===== src/rtl/bank_isu_pkg.sv =====
// Shared types and sizes for the per-bank issue scheduler.
package bank_isu_pkg;
  localparam int unsigned CHANNEL_NUM = 3;
  localparam int unsigned PTR_WIDTH   = 8;
  localparam int unsigned CH_ID_WIDTH = 2;

  typedef enum logic [0:0] {StIdle, StHold} sched_state_e;
endpackage


===== src/rtl/bank_isu_rr_arb.sv =====
// Masked round-robin arbiter: first requester at or after rr_ptr, wrapping modulo N.
module bank_isu_rr_arb
  import bank_isu_pkg::*;
#(
  parameter int unsigned N = CHANNEL_NUM
) (
  input  logic [N-1:0]           req,
  input  logic [CH_ID_WIDTH-1:0] rr_ptr,
  output logic [N-1:0]           gnt,
  output logic                   any
);

  logic found;

  always_comb begin
    gnt   = '0;
    found = 1'b0;
    for (int unsigned k = 0; k < N; k++) begin
      for (int unsigned c = 0; c < N; c++) begin
        if (!found && req[c] && (c == (32'(rr_ptr) + k) % N)) begin
          gnt[c] = 1'b1;
          found  = 1'b1;
        end
      end
    end
  end

  assign any = |req;

endmodule


===== src/rtl/bank_isu_issue_sched.sv =====
// Shares one bank issue port among channels: round-robin with a starvation override,
// holding the chosen IQ entry on a valid/ready interface and pulsing dequeue on handshake.
module bank_isu_issue_sched
  import bank_isu_pkg::*;
#(
  parameter int unsigned WAIT_WIDTH   = 4,
  parameter int unsigned STARVE_LIMIT = 6
) (
  input  logic                           clk,
  input  logic                           rst,
  input  logic [CHANNEL_NUM-1:0]         ch_req_valid,
  input  logic [CHANNEL_NUM*PTR_WIDTH-1:0] ch_req_ptr,
  output logic                           issue_valid,
  output logic [PTR_WIDTH-1:0]           issue_ptr,
  output logic [CH_ID_WIDTH-1:0]         issue_ch_id,
  input  logic                           issue_ready,
  output logic                           iq_dequeue,
  output logic [PTR_WIDTH-1:0]           iq_dequeue_ptr,
  input  logic                           flush,
  output logic                           sched_busy
);

  localparam logic [WAIT_WIDTH-1:0] StarveLim = WAIT_WIDTH'(STARVE_LIMIT);
  localparam logic [WAIT_WIDTH-1:0] WaitMax   = '1;

  sched_state_e           state;
  logic [CH_ID_WIDTH-1:0] rr_ptr, rr_next, gnt_id;
  logic [WAIT_WIDTH-1:0]  wait_cnt [CHANNEL_NUM];
  logic [CHANNEL_NUM-1:0] held_mask, elig, rr_gnt, gnt;
  logic [PTR_WIDTH-1:0]   gnt_ptr;
  logic                   hs, any_elig, starve_hit, load;

  assign hs             = issue_valid & issue_ready & ~flush;
  assign iq_dequeue     = hs;
  assign iq_dequeue_ptr = issue_ptr;
  assign sched_busy     = issue_valid | (|ch_req_valid);

  // The held channel is masked whether or not it is leaving: its request still shows that entry.
  always_comb begin
    held_mask = '0;
    for (int unsigned c = 0; c < CHANNEL_NUM; c++) begin
      if (issue_valid && (issue_ch_id == CH_ID_WIDTH'(c))) held_mask[c] = 1'b1;
    end
    elig = ch_req_valid & ~held_mask;
  end

  bank_isu_rr_arb #(
    .N(CHANNEL_NUM)
  ) u_rr_arb (
    .req    (elig),
    .rr_ptr (rr_ptr),
    .gnt    (rr_gnt),
    .any    (any_elig)
  );

  always_comb begin
    gnt        = rr_gnt;
    starve_hit = 1'b0;
    for (int unsigned c = 0; c < CHANNEL_NUM; c++) begin
      if (!starve_hit && elig[c] && (wait_cnt[c] >= StarveLim)) begin
        gnt        = '0;
        gnt[c]     = 1'b1;
        starve_hit = 1'b1;
      end
    end
    gnt_id  = '0;
    gnt_ptr = '0;
    rr_next = '0;
    for (int unsigned c = 0; c < CHANNEL_NUM; c++) begin
      if (gnt[c]) begin
        gnt_id  = CH_ID_WIDTH'(c);
        gnt_ptr = ch_req_ptr[c*PTR_WIDTH +: PTR_WIDTH];
        rr_next = (c == CHANNEL_NUM - 1) ? '0 : CH_ID_WIDTH'(c + 1);
      end
    end
  end

  assign load = ((state == StIdle) | hs) & any_elig & ~flush;

  always_ff @(posedge clk or posedge rst) begin
    if (rst) begin
      state       <= StIdle;
      issue_valid <= 1'b0;
      issue_ptr   <= '0;
      issue_ch_id <= '0;
      rr_ptr      <= '0;
    end else if (flush) begin
      state       <= StIdle;
      issue_valid <= 1'b0;
    end else begin
      unique case (state)
        StIdle, StHold: begin
          if (load) begin
            state       <= StHold;
            issue_valid <= 1'b1;
            issue_ptr   <= gnt_ptr;
            issue_ch_id <= gnt_id;
            rr_ptr      <= rr_next;
          end else if (hs) begin
            state       <= StIdle;
            issue_valid <= 1'b0;
          end
        end
        default: begin
          state       <= StIdle;
          issue_valid <= 1'b0;
        end
      endcase
    end
  end

  always_ff @(posedge clk or posedge rst) begin
    if (rst) begin
      for (int unsigned c = 0; c < CHANNEL_NUM; c++) wait_cnt[c] <= '0;
    end else begin
      for (int unsigned c = 0; c < CHANNEL_NUM; c++) begin
        if (flush || !ch_req_valid[c] || (load && gnt[c])) begin
          wait_cnt[c] <= '0;
        end else if ((load || held_mask[c]) && (wait_cnt[c] != WaitMax)) begin
          wait_cnt[c] <= wait_cnt[c] + WAIT_WIDTH'(1);
        end
      end
    end
  end

endmodule


===== config.mk =====
export PLATFORM = sky130hd
export DESIGN_NAME = bank_isu_issue_sched
export DESIGN_NICKNAME = d
export VERILOG_FILES = /design/src/rtl/bank_isu_pkg.sv /design/src/rtl/bank_isu_rr_arb.sv /design/src/rtl/bank_isu_issue_sched.sv
export SDC_FILE = /design/constraint.sdc
export NUM_CORES = 1
export LEC_CHECK = 0
export BUFFER_PORTS_ARGS = -buffer_cell sky130_fd_sc_hd__clkbuf_2
export CORE_MARGIN = 1.5
export CORE_UTILIZATION = 40
export DETAILED_ROUTE_END_ITERATION = 10
export GPL_TIMING_DRIVEN = 0
export HOLD_SLACK_MARGIN = 0.03
export PLACE_DENSITY_LB_ADDON = 0.3
export SLEW_MARGIN = 20
export SYNTH_ARGS = -nofsm -noshare
export SYNTH_HDL_FRONTEND = slang
export SYNTH_HIERARCHICAL = 1
export SYNTH_SLANG_ARGS = --single-unit
export TNS_END_PERCENT = 100

===== constraint.sdc =====
create_clock -name clk -period 2.99 [get_ports clk]
set_input_delay 0.4485 -clock clk [delete_from_list [all_inputs] [get_ports clk]]
set_output_delay 0.4485 -clock clk [all_outputs]
set_load 0.01 [all_outputs]

==> impl_summary.txt, run 1 <==
----------------------------------------------------
[Synthesis]
  Mux share of post-synthesis cell area ... 0%
  Synthesized-area fraction occupied by xor and xnor cells ... 3.13%
  Post-synthesis instance total ... 188
  Post-synthesis net count ... 227
  Proportion of synthesized chip area in sequential cells ... 35.7%
  Area fraction in and, or, nand and nor cells after synthesis ... 24.0%
  Number of synthesized flops with an enable pin ... 0
  Async S/R FF share, synth ... 100%
  Post-synthesis cell type count ... 47
  Prevailing post-synth register cell ... dfrtp_1
  Combinational family with the most area after synthesis ... simple AND/OR/NAND/NOR gates
  Post-Synthesis Cell Area ... 0.00168 mm^2
  Number of warnings issued by yosys ... 6
  Mean instance size in the synthesized netlist ... 8.94 um^2
  Post-synthesis sequential element count ... 24
  Compound-cell area share of the yosys netlist ... 23.4%
  Adder-cell area share of the yosys netlist ... 5.95%

[Worst setup path]
  Depth of the worst register-to-register path ... 8
  Critical path start-end classification ... reg -> reg
  CP Launch Type ... flop
  Register-to-register path setup slack ... 0.29 ns
  Required time reported for the critical path endpoint ... 3.16 ns
  Worst setup path startpoint ... issue_ch_id[0]$_DFFE_PP0P_
  Arrival time at the worst endpoint ... 2.88 ns
  Sort of element at the end of the critical path ... flop
  Worst R2R End ... wait_cnt[1]$_DFFE_PP0P_
  Critical path fanouts, max ... 10
  Critical R2R Launch ... issue_ch_id[0]$_DFFE_PP0P_

[Timing]
  Number of max-slew violations in the final report ... 0
  Highest achievable clock rate ... 370 MHz
  Total negative setup slack ... 0 ns
  Max-slew headroom ... 40.3%
  Shortest period the worst path allows ... 2.70 ns
  Final period utilization ... 90.4%
  Actual slew at the worst max-slew pin ... 0.894 ns
  Final Setup Violations ... 0
  Max Clock Skew ... 0.00626 ns
  RSZ-0062 raised after global routing ... no
  Final Hold Fails ... 0

[Die]
  Die area ... 0.00460 mm^2
  Vertical die dimension ... 67.8 um
  Floorplan core area ... 0.00403 mm^2
  Core Rows ... 23
  Starting density of the core ... 41.7%
  Count of boundary I/O pins ... 52
  Die span in x ... 67.8 um

[Clock network]
  Number of clock buffers inserted by TritonCTS ... 3
  CTS-repair resized insts ... 0
  Register clock-pin slew on the reported worst setup and hold paths ... 0.09 ns
  Clock latency on the worst-skew pair ... 0.27 ns
  Number of buffers inserted for hold repair after clock tree synthesis ... 0
  Cell at the root of the clock tree ... clkbuf_8
  TritonCTS clock tree ... yes
  Clock Tree Buf Depth ... 2
  Count of clock tree sinks ... 24
  H-tree level count ... 1
  Number of buffers inserted to repair setup after CTS ... 0

[Cells and area]
  Leading cell type in the layout, fill and taps excluded ... clkbuf_2
  Number of filler instances in the final layout ... 386
  Number of antenna repair diodes ... 0
  Area growth syn-to-layout ... 23.1%
  Post-Layout Inst Area ... 0.00207 mm^2
  Post-layout nets ... 283
  Share of final-layout standard cells stronger than drive strength 1 ... 32.1%
  Commonest cells after routing, fill and taps aside ... clkbuf_2 (51), nand2_1 (25), dfrtp_1 (24)

[Placed design]
  Weighted congestion reported at the end of routability-driven placement ... 0.836
  Area after detailed placement ... 0.00200 mm^2
  Post-detailed-placement half-perimeter wirelength ... 2.96 mm
  Port-buffer cells ... 51

[Drt]
  Average wire per cell in the routed design ... 13.7 um
  Final Routed Wirelength ... 4.02 mm
  Count of routing violations after the opening detailed-route iteration ... 91
  Final antenna-violating net count ... 0
  Post-detailed-route via-to-cell ratio ... 5.35
  First-pass iteration count of the detailed router ... 4
  Count of vias placed by the detailed router ... 1567
  Post-route DRC violation count ... 0

[Pwr]
  Final total power ... 1.50 mW
  Reported leakage power ... 1.01 nW
  Power per cell area ... 725 mW/mm^2
  Highest ir drop seen on vdd ... 0.447 mV

[Global route]
  Antenna violations before repair ... 0
  Largest net degree at the start of global routing ... 25
  Total global routing overflow ... 0
  Wire length of the first global-routing pass ... 6.71 mm
  Via count of the first global-routing pass ... 1456
  Tot GR Track Use ... 19.4%

[Flow run]
  Number of max-capacitance violations reported ... 0

[Run status]
  Run status ... finished clean

[Hold path]
  Hold crit path type ... in -> async

----------------------------------------------------
-- cells by family after synthesis --
logic type | Yosys count
adder cells (fa/ha/maj) | 8
XOR/XNOR | 6
flip-flops | 24
AO/OA/AOI/OAI | 49
buffers and inverters | 25
AND/OR/NAND/NOR | 76
-- report_power, final --
| part | internal, mW | switching [mW] |
|---|---|---|
| clock | 0.179 | 0.111 |
| combinational | 0.354 | 0.373 |
| sequential | 0.405 | 0.0794 |
-- flip-flops by register name, indices dropped and copies added (netlist names) --
name,flops
wait_cnt,12
rr_ptr,1
issue_ch_id,2
state,1
iq_dequeue_ptr,8
-- Yosys cell counts (2+ instances only) --
cell / count / area, um^2
nand2_1: 25 / 93.8
dfrtp_1: 24 / 601
nor2_1: 11 / 41.3
inv_1: 10 / 37.5
buf_4: 9 / 67.6
or3_1: 9 / 56.3
a31oi_1: 8 / 50.1
ha_1: 8 / 100
o22ai_1: 8 / 50.1
nand3_1: 6 / 30.0
a21oi_1: 5 / 25.0
and2_1: 4 / 25.0
and3_1: 4 / 25.0
o21a_1: 4 / 30.0
xnor2_1: 4 / 35.0
buf_2: 3 / 15.0
clkbuf_1: 3 / 11.3
o21ai_0: 3 / 15.0
a22o_1: 2 / 17.5
and4b_1: 2 / 20.0
nand2b_1: 2 / 12.5
nand3b_1: 2 / 15.0
nor2b_1: 2 / 12.5
o211a_1: 2 / 20.0
o211ai_1: 2 / 15.0
o21ai_1: 2 / 10.0
o21ba_1: 2 / 20.0
or2_2: 2 / 12.5
xor2_1: 2 / 17.5
-- cell type report --
class	instances	area [um^2]	share of cell area [%]
Timing Repair Buffer	51	255	12.3
Multi-Input combinational cell	139	950	45.9
Clock buffer	3	41.3	1.99
Tap cell	50	62.6	3.02
Clock inverter	1	30.0	1.45
Buffer	15	93.8	4.53
Inverter	10	37.5	1.81
Sequential cell	24	601	29.0
-- per-layer routing --
| layer | wire (um) | up-vias | global-route usage [%] |
|---|---|---|---|
| met5 | 0 | - | 0 |
| met4 | 23 | 0 | 4.50 |
| met3 | 256 | 2 | 3.62 |
| met2 | 1910 | 59 | 33.3 |
| met1 | 1830 | 726 | 25.4 |
| li1 | - | 780 | - |
-- how the worst max path moves through the flow --
stage,cells after the start,slack (ns),end
after detailed placement,8,0.32,wait_cnt[1]$_DFFE_PP0P_
after CTS,8,0.30,wait_cnt[1]$_DFFE_PP0P_
after floorplan,8,0.64,wait_cnt[5]$_DFFE_PP0P_
after global placement,8,0.36,wait_cnt[1]$_DFFE_PP0P_
after global routing,8,0.11,wait_cnt[1]$_DFFE_PP0P_
final,8,0.29,wait_cnt[1]$_DFFE_PP0P_
-- worst max-delay path: stages (launching register included) --
cell	delay, ns
dfrtp_1	0.47
or3b_4	0.42
and2_1	0.21
or3_1	0.38
nand2b_1	0.15
clkbuf_1	0.33
or2_2	0.24
o21ai_1	0.15
a311oi_1	0.25
-- stage by stage --
step | setup slack (ns) | hold slack, ns | instances | utilization (%)
2_1_floorplan | 0.642 | 0.463 | 188 | -
3_3_place_gp | 0.357 | 0.530 | 289 | 49.6
3_5_place_dp | 0.320 | 0.535 | 289 | 49.6
4_1_cts | 0.295 | 0.380 | 293 | 51.4
5_1_grt | 0.109 | 0.413 | 293 | 51.4
6_report | 0.287 | 0.336 | 293 | 51.4
Power figures use the tool's default switching activity.
==> run 2: changes to the inputs <==
--- a/config.mk
+++ b/config.mk
@@ -5,10 +5,12 @@
 export SDC_FILE = /design/constraint.sdc
 export NUM_CORES = 1
 export LEC_CHECK = 0
+export ABC_AREA = 1
 export BUFFER_PORTS_ARGS = -buffer_cell sky130_fd_sc_hd__clkbuf_2
 export CORE_MARGIN = 1.5
 export CORE_UTILIZATION = 40
 export DETAILED_ROUTE_END_ITERATION = 10
+export GPL_ROUTABILITY_DRIVEN = 0
 export GPL_TIMING_DRIVEN = 0
 export HOLD_SLACK_MARGIN = 0.03
 export PLACE_DENSITY_LB_ADDON = 0.3
==> run 2 against run 1 <==
Cell area is 7.9% higher; highest routed layer unchanged; critical path type unchanged; die area is 9.1% higher; synthesized cell count is 42% higher; non-clock buffer count is 3 lower; fmax is 12% higher.
==> impl_summary.txt, run 2 <==
----------------------------------------------------
[Drt]
  First-pass iteration count of the detailed router ... 4 (unchanged)
  Final Routed Wirelength ... 4.22 mm (+4.8%)
  Post-route DRC violation count ... 0 (unchanged)
  Average wire per cell in the routed design ... 11.3 um (-18%)
  Post-detailed-route via-to-cell ratio ... 4.79 (-10%)
  Count of routing violations after the opening detailed-route iteration ... 143 (+57%)
  Final antenna-violating net count ... 0 (unchanged)
  Count of vias placed by the detailed router ... 1793 (+14%)

[Global route]
  Via count of the first global-routing pass ... 1552 (+6.6%)
  Tot GR Track Use ... 16.9% (-2.5 points)
  Wire length of the first global-routing pass ... 6.95 mm (+3.6%)
  Total global routing overflow ... 0 (unchanged)
  Largest net degree at the start of global routing ... 25 (unchanged)
  Antenna violations before repair ... 0 (unchanged)

[Worst setup path]
  Slowest cell delay on critical path ... 0.45 ns (-0.02 ns)
  CP Launch Type ... flop
  Critical path fanouts, max ... 10 (unchanged)
  Sort of element at the end of the critical path ... flop
  Cell breakdown of the critical path ... inv_1 > nand3_1 > nand2_1 > inv_1 > or2_2 > or2_1 > nand3_1 > buf_2 > buf_2 > o21ai_0
  Critical path start-end classification ... reg -> reg
  Count of buffer and inverter cells on the critical path ... 4 (+3)
  Slowest stage cell, crit path ... dfrtp_1
  Required time reported for the critical path endpoint ... 3.14 ns (-0.02 ns)
  Worst path top cell family by delay ... simple AND/OR/NAND/NOR gates
  Arrival time at the worst endpoint ... 2.56 ns (-0.32 ns)

[Synthesis]
  Top cells by instance count after synthesis ... nand2_1 (74), inv_1 (41), nand3_1 (32)
  Post-synth top area share ... 32.6% (-3.1 points)
  Async S/R FF share, synth ... 100% (unchanged)
  Proportion of synthesized chip area in sequential cells ... 32.6% (-3.1 points)
  Mean instance size in the synthesized netlist ... 6.90 um^2 (-23%)
  Cell taking the most area after synthesis ... dfrtp_1
  Most used standard cell by instance count after synthesis ... nand2_1
  Post-synthesis cell type count ... 30 (-36%)
  Number of warnings issued by yosys ... 6 (unchanged)
  Post-Synthesis Cell Area ... 0.00184 mm^2 (+9.5%)
  Top post-synthesis cells by area ... dfrtp_1 (33%), nand2_1 (15%), nand3_1 (8.7%)
  Post-synthesis net count ... 306 (+35%)
  Prevailing post-synth register cell ... dfrtp_1
  Number of synthesized flops with an enable pin ... 0 (unchanged)
  Post-synthesis sequential element count ... 24 (unchanged)
  Post-synthesis instance total ... 267 (+42%)

[Flow run]
  Number of max-capacitance violations reported ... 0 (unchanged)

[Timing]
  Final Setup Violations ... 0 (unchanged)
  Shortest period the worst path allows ... 2.41 ns (-0.293 ns)
  Hold_ws ... 0.216 ns (-0.120 ns)
  Actual slew at the worst max-slew pin ... 0.884 ns (-0.0105 ns)
  Final period utilization ... 80.6% (-9.8 points)
  Final Hold Fails ... 0 (unchanged)
  RSZ-0062 raised after global routing ... no
  Number of max-slew violations in the final report ... 0 (unchanged)
  Max-slew headroom ... 40.7% (+0.40 points)
  Total negative setup slack ... 0 ns (unchanged)
  Final worst setup slack ... 0.580 ns (+0.293 ns)
  Highest achievable clock rate ... 415 MHz (+12%)
  Max Clock Skew ... 0.00572 ns (-0.000540 ns)

[Cells and area]
  Post-layout nets ... 362 (+28%)
  Number of flip-flops under the largest register name ... 12 (unchanged)
  Area growth syn-to-layout ... 21.3%
  Leading cell type in the layout, fill and taps excluded ... nand2_1
  Share of final-layout standard cells stronger than drive strength 1 ... 26.1% (-6.0 points)
  Number of antenna repair diodes ... 0 (unchanged)
  Most flops, register ... wait_cnt
  Post-layout utilization of the core ... 50.9% (-0.46 points)
  Commonest cells after routing, fill and taps aside ... nand2_1 (74), clkbuf_2 (51), inv_1 (40)

[Pwr]
  Highest ir drop seen on vdd ... 0.358 mV (-20%)
  Clock group share of total power ... 17.9% (-1.4 points)
  Net Sw Power ... 0.726 mW (+29%)
  Reported leakage power ... 1.26 nW (+24%)
  Combinational share of power ... 54.7% (+6.3 points)
  Internal power contribution ... 0.927 mW (-1.2%)
  Final total power ... 1.65 mW (+10%)
  Switching power as a share of total power ... 43.9% (+6.4 points)
  Power per cell area ... 740 mW/mm^2 (+2.1%)
  Sequential cell fraction of total power ... 27.4% (-4.8 points)

[Clock network]
  Count of clock tree sinks ... 24 (unchanged)
  Clock Tree Buf Depth ... 2 (unchanged)
  Number of buffers inserted to repair setup after CTS ... 0 (unchanged)
  Clock latency on the worst-skew pair ... 0.28 ns (about the same)
  Number of buffers inserted for hold repair after clock tree synthesis ... 0 (unchanged)
  H-tree level count ... 1 (unchanged)
  Number of clock buffers inserted by TritonCTS ... 3 (unchanged)
  Register clock-pin slew on the reported worst setup and hold paths ... 0.09 ns (about the same)
  TritonCTS clock tree ... yes
  Cell at the root of the clock tree ... clkbuf_8
  CTS-repair resized insts ... 0 (unchanged)

[Placed design]
  Post-detailed-placement half-perimeter wirelength ... 3.27 mm (+10%)
  Worst slack, placed ... 0.566 ns (+0.246 ns)
  Port-buffer cells ... 51 (unchanged)

[Die]
  Die area ... 0.00502 mm^2 (+9.1%)
  Core Rows ... 24 (+4.3%)
  Count of boundary I/O pins ... 52 (unchanged)
  Floorplan core area ... 0.00438 mm^2 (+8.8%)
  Die span in x ... 70.9 um (+4.4%)
  Vertical die dimension ... 70.9 um (+4.4%)
  Starting density of the core ... 42.0% (+0.27 points)

[Hold path]
  Hold crit path type ... in -> async

[Run status]
  Run status ... finished clean

----------------------------------------------------
-- run 2: changes by cell type in the layout (fill, tap and decap cells not counted), sizes merged, moves of 4 or more --
cell,delta
nor2,+9
and2,-6
inv,+31
and3,-4
o21a,-4
a31oi,-7
o22ai,-6
nand3,+33
or3,-9
a21oi,+8
nand2,+54
nand4,+4
-- run 2: path summary, 6_finish.rpt --
kind                                               startpoint  cells past startpoint                       endpoint  slack, ns
worst max-delay path               issue_ch_id[0]$_DFFE_PP0P_                     10              state$_DFFE_PP0P_       0.58
worst min-delay path                                      rst                      2        wait_cnt[6]$_DFFE_PP0P_       0.22
worst max register to register     issue_ch_id[0]$_DFFE_PP0P_                     10              state$_DFFE_PP0P_       0.58
worst min register to register  iq_dequeue_ptr[4]$_DFFE_PP0P_                      2  iq_dequeue_ptr[4]$_DFFE_PP0P_       0.51
max in group asynchronous                                 rst                      2        wait_cnt[8]$_DFFE_PP0P_       2.36
min in group clk                                        flush                      2              state$_DFFE_PP0P_       0.39
-- run 2: cell families after synthesis --
group                    synth area share (%)
flip-flops                               32.6
AND/OR/NAND/NOR                          38.2
AO/OA/AOI/OAI                            7.95
XOR/XNOR                                 2.38
buffers and inverters                    13.4
adder cells (fa/ha/maj)                  5.43
-- run 2: layout make-up --
cell class / count / area [um^2]
buffer: 12 / 88.8
tap: 52 / 65.1
clock inverter: 1 / 30.0
inverter: 42 / 158
clock buffer: 3 / 41.3
multi-input combinational: 189 / 995
fill: 453 / 2150
timing repair buffer: 51 / 255
sequential: 24 / 601
-- run 2: metal layers --
layer  global-route usage, %  vias to the layer above  part of all wire, %
li1                        -                      949                    -
met1                    23.8                      806                   47
met2                    27.3                       34                   48
met3                    3.56                        4                  4.2
met4                    3.14                        0                 0.64
met5                       0                        -                    0
-- run 2: power groups by stage --
stage               clock [mW]  sequential [mW]  combinational [mW]
detailed placement           0            0.459               0.907
floorplan                    0            0.471               0.647
finish                   0.296            0.453               0.905
CTS                      0.304            0.453               0.911
global placement             0            0.456               0.896
global route             0.315            0.461                1.01
-- run 2: per-stage QoR --
step	instances	area, um^2
final	374	2230
after floorplan	267	1840
after global placement	370	2160
after detailed placement	370	2160
after global routing	374	2230
after CTS	374	2230
==> run 3: changes to the inputs <==
==> constraint.sdc (replaced) <==
create_clock -name clk -period 2.4 [get_ports clk]
set_input_delay 0.36 -clock clk [delete_from_list [all_inputs] [get_ports clk]]
set_output_delay 0.36 -clock clk [all_outputs]
set_load 0.01 [all_outputs]
==> run 3 against run 2 <==
Fmax up 8.5%; die area unchanged; sequential cell count did not move; clock power is 26% higher; first-iteration DRC count fell by 1.4%; hold slack lost 0.086 ns; clock-buffer cell count did not move; sequential power grew 26%; cell count increased by 0.53%; largest cell class unchanged; highest routed layer unchanged.
==> impl_summary.txt, run 3 (synthesis results as in run 2) <==
----------------------------------------------------
[Clock network]
  H-tree level count ... 1 (unchanged)
  Count of clock tree sinks ... 24 (unchanged)
  Clock Tree Buf Depth ... 2 (unchanged)
  TritonCTS clock tree ... yes
  Register clock-pin slew on the reported worst setup and hold paths ... 0.10 ns (about the same)
  Number of buffers inserted for hold repair after clock tree synthesis ... 0 (unchanged)
  Number of clock buffers inserted by TritonCTS ... 3 (unchanged)
  Cell at the root of the clock tree ... clkbuf_8
  Clock latency on the worst-skew pair ... 0.28 ns (about the same)

[Worst setup path]
  Instance count on the critical path ... 10 (unchanged)
  Slowest stage cell, crit path ... dfrtp_2
  Worst path top cell family by delay ... simple AND/OR/NAND/NOR gates
  Critical path fanouts, max ... 10 (unchanged)
  Critical path start-end classification ... reg -> reg
  Critical R2R Launch ... issue_ch_id[0]$_DFFE_PP0P_
  Worst R2R End ... state$_DFFE_PP0P_
  Worst setup path startpoint ... issue_ch_id[0]$_DFFE_PP0P_
  Count of buffer and inverter cells on the critical path ... 4 (unchanged)
  Depth of the worst register-to-register path ... 10 (unchanged)
  Slowest cell delay on critical path ... 0.46 ns (about the same)
  End point of the critical path ... state$_DFFE_PP0P_
  Cell breakdown of the critical path ... inv_2 > nand3_1 > nand2_1 > inv_1 > or2_2 > or2_1 > nand3_2 > clkbuf_4 > clkbuf_4 > o21ai_0
  Sort of element at the end of the critical path ... flop
  Register-to-register path setup slack ... 0.18 ns (-0.40 ns)
  CP most frequent cell ... clkbuf_4
  CP Launch Type ... flop
  Required time reported for the critical path endpoint ... 2.56 ns (-0.58 ns)
  Arrival time at the worst endpoint ... 2.38 ns (-0.18 ns)

[Die]
  Die area ... 0.00502 mm^2 (unchanged)
  Starting density of the core ... 42.0% (unchanged)
  Core Rows ... 24 (unchanged)
  Floorplan core area ... 0.00438 mm^2 (unchanged)
  Vertical die dimension ... 70.9 um (unchanged)
  Die span in x ... 70.9 um (unchanged)
  Count of boundary I/O pins ... 52 (unchanged)

[Cells and area]
  Share of final-layout standard cells stronger than drive strength 1 ... 28.4% (+2.3 points)
  Post-layout nets ... 364 (+0.55%)
  Most flops, register ... wait_cnt
  Number of filler instances in the final layout ... 448 (-1.1%)
  Number of flip-flops under the largest register name ... 12 (unchanged)
  Register cell area after layout ... 603 um^2 (+0.42%)
  Leading cell type in the layout, fill and taps excluded ... nand2_1
  Number of antenna repair diodes ... 0 (unchanged)
  Post-Layout Inst Area ... 0.00229 mm^2 (+2.7%)
  Area growth syn-to-layout ... 24.5%
  Multi-input gate area in the final layout ... 0.00103 mm^2 (+3.8%)
  Commonest cells after routing, fill and taps aside ... nand2_1 (74), clkbuf_2 (51), inv_1 (39)

[Placed design]
  Post-detailed-placement half-perimeter wirelength ... 3.27 mm (unchanged)
  Area after detailed placement ... 0.00216 mm^2 (unchanged)
  Port-buffer cells ... 51 (unchanged)

[Timing]
  Max-slew headroom ... 39.8% (-0.90 points)
  Shortest period the worst path allows ... 2.22 ns (-0.190 ns)
  Number of max-slew violations in the final report ... 0 (unchanged)
  Hold_ws ... 0.130 ns (-0.0863 ns)
  Max Clock Skew ... 0.00505 ns (-0.000675 ns)
  Highest achievable clock rate ... 450 MHz (+8.5%)
  Final Hold Fails ... 0 (unchanged)
  Final Setup Violations ... 0 (unchanged)
  Final period utilization ... 92.5% (+12 points)
  RSZ-0062 raised after global routing ... no
  Total negative setup slack ... 0 ns (unchanged)
  Actual slew at the worst max-slew pin ... 0.897 ns (+0.0135 ns)

[Pwr]
  Power per cell area ... 936 mW/mm^2 (+26%)
  Final total power ... 2.15 mW (+30%)
  Highest ir drop seen on vdd ... 0.451 mV (+26%)
  Reported leakage power ... 1.27 nW (+1.2%)

[Global route]
  Largest net degree at the start of global routing ... 25 (unchanged)
  Via count of the first global-routing pass ... 1567 (+0.97%)
  Total global routing overflow ... 0 (unchanged)
  Wire length of the first global-routing pass ... 7.02 mm (+1.1%)
  Tot GR Track Use ... 17.1% (+0.18 points)
  Antenna violations before repair ... 0 (unchanged)

[Drt]
  Count of routing violations after the opening detailed-route iteration ... 141 (-1.4%)
  Average wire per cell in the routed design ... 11.6 um (+2.7%)
  Final Routed Wirelength ... 4.36 mm (+3.3%)
  Final antenna-violating net count ... 0 (unchanged)
  First-pass iteration count of the detailed router ... 4 (unchanged)
  Post-route DRC violation count ... 0 (unchanged)
  Count of vias placed by the detailed router ... 1821 (+1.6%)
  Post-detailed-route via-to-cell ratio ... 4.84 (+1.0%)

[Flow run]
  Number of max-capacitance violations reported ... 0 (unchanged)

[Hold path]
  Hold crit path type ... in -> async

[Run status]
  Run status ... finished clean

----------------------------------------------------
run 3: cell type report:
type / instances / share of cell area [%]
clock buffer: 3 / 1.80
clock inverter: 1 / 1.31
sequential: 24 / 26.3
multi-input combinational: 189 / 45.0
buffer: 12 / 4.09
timing repair buffer: 53 / 11.8
tap: 52 / 2.84
inverter: 42 / 6.87
run 3: worst min-delay path by stage:
stage	start	endpoint	slack, ns	cells past startpoint
global placement	iq_dequeue_ptr[2]$_DFFE_PP0P_	iq_dequeue_ptr[2]$_DFFE_PP0P_	0.49	2
finish	rst	wait_cnt[6]$_DFFE_PP0P_	0.13	2
floorplan	rst	iq_dequeue_ptr[0]$_DFFE_PP0P_	0.37	1
CTS	rst	iq_dequeue_ptr[5]$_DFFE_PP0P_	0.29	2
detailed placement	iq_dequeue_ptr[4]$_DFFE_PP0P_	iq_dequeue_ptr[4]$_DFFE_PP0P_	0.49	2
global route	rst	iq_dequeue_ptr[5]$_DFFE_PP0P_	0.19	2
run 3: repair_timing:
item / 4_1_cts / 5_1_grt
setup buffers: 0 / 2
setup endpoints to repair: 2 / 22
pin swaps: 0 / 0
resized for setup: 1 / 10
run 3: metal layers:
layer  GRT usage, %  share of wire [%]  vias to the layer above
met5              0                  0                        -
met1           23.8                 48                      825
met2           27.9                 49                       38
met3           3.56                3.3                        2
met4           3.14               0.23                        0
li1               -                  -                      956
run 3: per-stage QoR:
step	instances	setup WS (ns)	util, %
final	376	0.180	52.3
after global routing	376	0.00991	52.3
after CTS	374	0.00334	51.1
after detailed placement	370	0.00687	49.3
after global placement	370	0.0368	49.3
after floorplan	267	0.403	-
run 3: where the power goes:
group / internal, mW / total [mW] / switching, mW
Combinational: 0.490 / 1.21 / 0.716
Sequential: 0.490 / 0.569 / 0.0789
Clock: 0.223 / 0.372 / 0.148
Total: 1.20 / 2.15 / 0.943
